===== src/rtl/dmref_wr_if.sv =====
// Raster pixel stream into the reference-frame loader (valid/ready with frame markers).
interface dmref_wr_if #(
  parameter int unsigned DW = 8
) ();
  logic          s_valid;
  logic          s_ready;
  logic [DW-1:0] s_data;
  logic          s_sof;
  logic          s_eol;

  modport master (output s_valid, output s_data, output s_sof, output s_eol, input s_ready);
  modport slave  (input s_valid, input s_data, input s_sof, input s_eol, output s_ready);
endinterface


===== src/rtl/dmref_wr.sv =====
// Reference-frame write loader: raster pixel stream -> (column,row) pixel writes, one frame per start.
// Optional marker checking (sof/eol vs. counters, sticky err) under `define DMREF_WR_SYNC_CHK_EN.
module dmref_wr #(
  parameter int unsigned FRAME_W = 1920,
  parameter int unsigned FRAME_H = 1080,
  parameter int unsigned AW      = 11,
  parameter int unsigned DW      = 8
) (
  input  logic          clk,
  input  logic          rst,
  input  logic          start,
  output logic          busy,
  output logic          done,
  dmref_wr_if.slave     pix,
  output logic          wr_en,
  output logic [AW-1:0] waddr_0,
  output logic [AW-1:0] waddr_1,
  output logic [DW-1:0] wdata,
  output logic          err
);

  localparam logic [AW-1:0] XMAX = AW'(FRAME_W - 1);
  localparam logic [AW-1:0] YMAX = AW'(FRAME_H - 1);

  typedef enum logic [1:0] {IDLE, LOAD, DONE} state_t;

  state_t        state, state_nx;
  logic [AW-1:0] x, y, x_nx, y_nx;
  logic [AW-1:0] ex_c, ey_c;
  logic          accept_c, last_c, ready;

  assign pix.s_ready = ready;

`ifdef DMREF_WR_SYNC_CHK_EN
  logic sync_err_c;
`endif

  // Next state, effective write position and counter advance
  always_comb begin
    state_nx = state;
    accept_c = pix.s_valid && (state == LOAD);
    ex_c     = x;
    ey_c     = y;
    x_nx     = x;
    y_nx     = y;
`ifdef DMREF_WR_SYNC_CHK_EN
    sync_err_c = 1'b0;
    if (pix.s_sof && ((x != '0) || (y != '0))) begin
      sync_err_c = 1'b1;
      ex_c       = '0;
      ey_c       = '0;
    end else if (!pix.s_sof && (x == '0) && (y == '0)) begin
      sync_err_c = 1'b1;
    end
    if (pix.s_eol != (ex_c == XMAX)) sync_err_c = 1'b1;
`endif
    last_c = (ex_c == XMAX) && (ey_c == YMAX);

    if (accept_c) begin
      if (last_c) begin
        x_nx = '0;
        y_nx = '0;
      end else if (ex_c == XMAX) begin
        x_nx = '0;
        y_nx = ey_c + AW'(1);
      end else begin
        x_nx = ex_c + AW'(1);
        y_nx = ey_c;
      end
    end
    if ((state == IDLE) && start) begin
      x_nx = '0;
      y_nx = '0;
    end

    unique case (state)
      IDLE:    if (start) state_nx = LOAD;
      LOAD:    if (accept_c && last_c) state_nx = DONE;
      DONE:    state_nx = IDLE;
      default: state_nx = IDLE;
    endcase
  end

  // State, counters and registered outputs; reset drops any pending write
  always_ff @(posedge clk) begin
    if (rst) begin
      state   <= IDLE;
      x       <= '0;
      y       <= '0;
      busy    <= 1'b0;
      done    <= 1'b0;
      ready   <= 1'b0;
      wr_en   <= 1'b0;
      waddr_0 <= '0;
      waddr_1 <= '0;
      wdata   <= '0;
    end else begin
      state <= state_nx;
      x     <= x_nx;
      y     <= y_nx;
      busy  <= (state_nx != IDLE);
      done  <= (state_nx == DONE);
      ready <= (state_nx == LOAD);
      wr_en <= accept_c;
      if (accept_c) begin
        waddr_0 <= ex_c;
        waddr_1 <= ey_c;
        wdata   <= pix.s_data;
      end
    end
  end

`ifdef DMREF_WR_SYNC_CHK_EN
  // Sticky marker error, cleared only by a new frame start or reset
  always_ff @(posedge clk) begin
    if (rst) begin
      err <= 1'b0;
    end else if ((state == IDLE) && start) begin
      err <= 1'b0;
    end else if (accept_c && sync_err_c) begin
      err <= 1'b1;
    end
  end
`else
  logic sync_unused;
  assign sync_unused = pix.s_sof ^ pix.s_eol;
  assign err         = 1'b0;
`endif

endmodule


===== src/flat_wrapper.sv =====
// flat-port wrapper written by rule: the top's interface ports become plain ports
module dmref_wr_flat 
#(
  parameter int unsigned FRAME_W = 1920,
  parameter int unsigned FRAME_H = 1080,
  parameter int unsigned AW      = 11,
  parameter int unsigned DW      = 8
)
  (clk, rst, start, busy, done, wr_en, waddr_0, waddr_1, wdata, err, pix_s_valid, pix_s_data, pix_s_sof, pix_s_eol, pix_s_ready);
  dmref_wr_if #(.DW(DW)) pix_i ();
  input  logic clk;
  input  logic rst;
  input  logic start;
  output logic busy;
  output logic done;
  output logic wr_en;
  output logic [AW-1:0] waddr_0;
  output logic [AW-1:0] waddr_1;
  output logic [DW-1:0] wdata;
  output logic err;
  input wire logic [$bits(pix_i.s_valid)-1:0] pix_s_valid;
  input wire logic [$bits(pix_i.s_data)-1:0] pix_s_data;
  input wire logic [$bits(pix_i.s_sof)-1:0] pix_s_sof;
  input wire logic [$bits(pix_i.s_eol)-1:0] pix_s_eol;
  output wire logic [$bits(pix_i.s_ready)-1:0] pix_s_ready;
  assign pix_i.s_valid = pix_s_valid;
  assign pix_i.s_data = pix_s_data;
  assign pix_i.s_sof = pix_s_sof;
  assign pix_i.s_eol = pix_s_eol;
  assign pix_s_ready = pix_i.s_ready;
  dmref_wr #(.FRAME_W(FRAME_W), .FRAME_H(FRAME_H), .AW(AW), .DW(DW)) u_core (.clk(clk), .rst(rst), .start(start), .busy(busy), .done(done), .pix(pix_i), .wr_en(wr_en), .waddr_0(waddr_0), .waddr_1(waddr_1), .wdata(wdata), .err(err));
endmodule

===== config.mk =====
export PLATFORM = sky130hd
export DESIGN_NAME = dmref_wr_flat
export DESIGN_NICKNAME = d
export VERILOG_FILES = /design/src/rtl/dmref_wr_if.sv /design/src/rtl/dmref_wr.sv /design/src/flat_wrapper.sv
export SDC_FILE = /design/constraint.sdc
export NUM_CORES = 1
export LEC_CHECK = 0
export BUFFER_PORTS_ARGS = -buffer_cell sky130_fd_sc_hd__buf_2
export CORE_MARGIN = 4
export CORE_UTILIZATION = 47
export CTS_BUF_LIST = sky130_fd_sc_hd__clkbuf_4 sky130_fd_sc_hd__clkbuf_8 sky130_fd_sc_hd__clkbuf_16
export CTS_CLUSTER_DIAMETER = 30
export DETAILED_ROUTE_END_ITERATION = 12
export GPL_TIMING_DRIVEN = 0
export MAX_ROUTING_LAYER = met4
export PLACE_DENSITY = 0.7
export SLEW_MARGIN = 20
export SYNTH_ARGS = -nofsm -noshare
export SYNTH_HDL_FRONTEND = slang
export SYNTH_SLANG_ARGS = --single-unit

===== constraint.sdc =====
create_clock -name clk -period 5.1 [get_ports clk]
set_clock_uncertainty 0.05 [all_clocks]
set_input_delay 1.02 -clock clk [delete_from_list [all_inputs] [get_ports clk]]
set_output_delay 1.02 -clock clk [all_outputs]
set_load 0.02 [all_outputs]

==> summary.md <==
| Metric | Value |
|---|---|
| Status | `finished, final reports clean` |
| Largest net degree at the start of global routing | `11` |
| Grt ovf | `0` |
| Synth Area in Compound Gates | `0.1239` |
| Finished Cell Area | `2824 µm²` |
| Clock Pin Slew Worst Setup and Hold Paths | `0.07 ns` |
| Power Dens Cells | `341.7 nW/µm²` |
| First-pass GRT wire length | `8.866 mm` |
| CTS resizes | `0` |
| Number of buffers created by CTS | `9` |
| Achievable clock frequency | `0.4255 GHz` |
| Die area | `6082 µm²` |
| Chip height | `77.99 µm` |
| Top cell type's share of synthesized area | `0.5043` |
| Cells along the critical path | `buf_2 -> nand4b_1 -> buf_2 -> nor4_1 -> a31o_2 -> a21oi_1` |
| Crit path buf inv count | `2` |
| Dominant cell type by area after synthesis | `dfxtp_1` |
| Non-filler cells, final | `407` |
| Adder-Cell Fraction of Synth Area | `0.01087` |
| Synth top cells by count | `nand2_1, dfxtp_1, a21oi_1` |
| Slew margin rel. | `0.4575` |
| Crit-path leading delay family | `simple AND/OR/NAND/NOR gates` |
| Worst stage delay on the critical path | `0.73 ns` |
| Filler cells | `439` |
| Netlist Area Pre-Place | `2302 µm²` |
| Setup_tns | `0 ns` |
| Switch share | `0.2172` |
| Arrival @ worst endpoint | `2.51 ns` |
| GP Congestion | `0.8667` |
| Hold path depth | `2` |
| Critical path class | `in -> reg` |
| Cells on worst reg2reg path | `6` |
| Clk root buf | `clkbuf_8` |
| Final hold violations | `0` |
| Unrepaired setup endpoints after global routing | `false` |
| Num ports | `49` |
| # DRC | `0` |
| Share of synthesized flip-flops with an asynchronous set or reset | `0` |
| Reg2reg setup slack | `2.90 ns` |
| Buffers on Ports | `44` |
| Sink Count | `58` |
| Drt total wl | `5.232 mm` |
| CP endpoint kind | `register` |
| Yosys Warn Count | `0` |
| Later-pin clock latency in the skew report | `0.34 ns` |
| Layout area overhead | `22.66%` |
| Syn Inst Count | `280` |
| Max-cap viol count | `0` |
| Vias in the first global route | `1966` |
| Placed Area | `2606 µm²` |
| HP Class | `reg -> reg` |
| Final setup vio count | `0` |
| Routed wire per std cell | `12.86 µm` |
| Half-perimeter wire length after placement | `3.653 mm` |
| Critical path peak fanout | `10` |
| Syn_nets | `296` |
| Core box area | `4723 µm²` |
| Clock Path Buffers | `2` |
| Worst R2R Start | `u_core.ex_c[0]` |
| P_int | `755.3 µW` |
| Count of pins over their slew limit | `0` |
| Hold Crit Endpoint | `u_core.waddr_0[2]` |
| Top cells by area, synth | `dfxtp_1, nand2_1, a21oi_1` |
| WP data required | `5.26 ns` |
| Post-DRT Antenna Nets | `0` |
| Seq/Total Area, Yosys | `0.5043` |
| Row cnt | `25` |
| Number of antenna violations at the first check in global routing | `0` |
| Most frequent CP cell | `buf_2` |
| First drt pass iteration count | `4` |
| Slowest cell on the critical path | `nor4_1` |
| Pwr Total | `964.8 µW` |
| Minimum clock period | `2.350 ns` |
| Ys flop type | `dfxtp_1` |
| Final net count | `351` |
| Fraction of layout cells with a size suffix above 1 | `0.2059` |
| Most frequent cell after synthesis | `nand2_1` |
| Fin crit share | `0.4608` |
| # diodes | `0` |
| Post-synth cell types | `38` |
| CTS tree | `done` |
| Vias | `2071` |
| Vias per cell | `5.088` |
| Worst slew pin tran | `0.8062 ns` |
| Sequential Power Share | `0.477` |
| Die width | `77.99 µm` |
| Cts hold-fix bufs | `0` |
| Synth Area per Inst | `8.222 µm²` |
| Hold path start | `u_core.waddr_0[2]` |
| H-tree level count | `3` |
| Post-Synth Simple-Gate Area | `0.2886` |
| Post-synth EDFFs | `0` |
| Logic gate share of total power | `0.043` |
| Setup Fix Bufs, Post-CTS | `0` |
| Yosys reg bits | `58` |
| Total GRT Usage | `0.1933` |
| Peak supply drop | `0.0002380 V` |
| Startpoint types | `input pin` |
| XOR/XNOR share of the synthesized area | `0.03804` |
| NetSw | `209.5 µW` |
| Placed Cells incl. Taps | `391` |
| Power share of the clock group | `0.480` |
| Leak Pwr | `1.066 nW` |
| Drt first-iter violations | `165` |
| Largest family of logic cells by synthesized area | `simple AND/OR/NAND/NOR gates` |
| Initial Utilization | `0.4874` |
| R2r endpoint | `u_core.ey_c[8]` |
| Mux cell area share after synthesis | `0` |
## power groups by stage
stage / registers [mW] / logic (mW) / clock network, mW
detailed placement: 0.471 / 0.0421 / 0
finish: 0.460 / 0.0416 / 0.463
global placement: 0.471 / 0.0416 / 0
CTS: 0.460 / 0.0423 / 0.472
global route: 0.461 / 0.0460 / 0.491
floorplan: 0.476 / 0.0211 / 0
## state kept, by name, summed over array words and instances, names as in the netlist
signal	flops
u_core.ey_c	11
u_core.waddr_1	11
u_core.pix.s_ready	1
u_core.busy	1
u_core.ex_c	11
u_core.waddr_0	11
u_core.done	1
u_core.state	2
u_core.wr_en	1
u_core.wdata	8
## worst max path at each step
stage,to,slack (ns),cells past startpoint,from
finish,u_core.ey_c[10],2.75,6,pix_s_valid
global route,u_core.ey_c[8],2.64,6,pix_s_valid
CTS,u_core.ey_c[10],2.75,6,pix_s_valid
detailed placement,u_core.ey_c[10],2.35,6,pix_s_valid
global placement,u_core.ey_c[10],2.43,6,pix_s_valid
floorplan,u_core.ey_c[9],2.72,5,pix_s_valid
## final cells by class
| class | instances | area [µm²] | area share |
|---|---|---|---|
| Buffer | 16 | 67.56 | 0.02393 |
| Clock buffer | 11 | 138.9 | 0.04918 |
| Clock inverter | 5 | 78.83 | 0.02791 |
| Inverter | 2 | 7.507 | 0.002658 |
| Multi-Input combinational cell | 204 | 1066 | 0.3775 |
| Sequential cell | 58 | 1161 | 0.4112 |
| Tap cell | 67 | 83.83 | 0.02969 |
| Timing Repair Buffer | 44 | 220.2 | 0.07798 |
## routing by layer
| layer | vias up | GRT usage | share of wire |
|---|---|---|---|
| met5 | - | - | 0 |
| met4 | 0 | 0.1224 | 0.025 |
| met3 | 12 | 0.04872 | 0.050 |
| met2 | 61 | 0.3014 | 0.44 |
| met1 | 927 | 0.2216 | 0.48 |
| li1 | 1071 | - | - |
## cells in the final DEF, fill, tap and decap left out, types with 3 or more instances in the layout
cell      count
nand2_1      73
o21ai_0       9
clkbuf_1     12
nor3_1        3
a21oi_1      40
nand3_1       6
clkbuf_8      9
and3_1        3
xor2_1        3
xnor2_1       7
nor2_1       18
nand4b_1      6
dfxtp_1      58
buf_2        46
or3_1         4
nor4_1        4
nand4_1       5
## worst reg2reg max path, delay by kind of cell (launching register included)
kind            cells  cell delay [ns]
fa+ha+maj           1             0.25
compound gates      2             0.48
simple gates        2             0.68
buf+inv             1             0.20
flops               1             0.40
## per-stage QoR
step                setup slack (ns)  utilization  hold WS (ns)
floorplan                      2.722            -        0.3901
global placement               2.433       0.5518        0.3887
global route                   2.636       0.5979        0.4252
finish                         2.750       0.5979        0.4004
CTS                            2.749       0.5979        0.4043
detailed placement             2.345       0.5518        0.3957
## cell families (layout without fill, tap and decap cells)
group,Yosys count,count (layout)
xor gates and xnor gates,10,10
DFF,58,58
buffers and inverters,18,78
AOI/OAI and AO/OA,54,54
and+or+nand+nor,137,137
other,1,1
adders and majority gates,2,2
(Power assumes the default switching activity.)
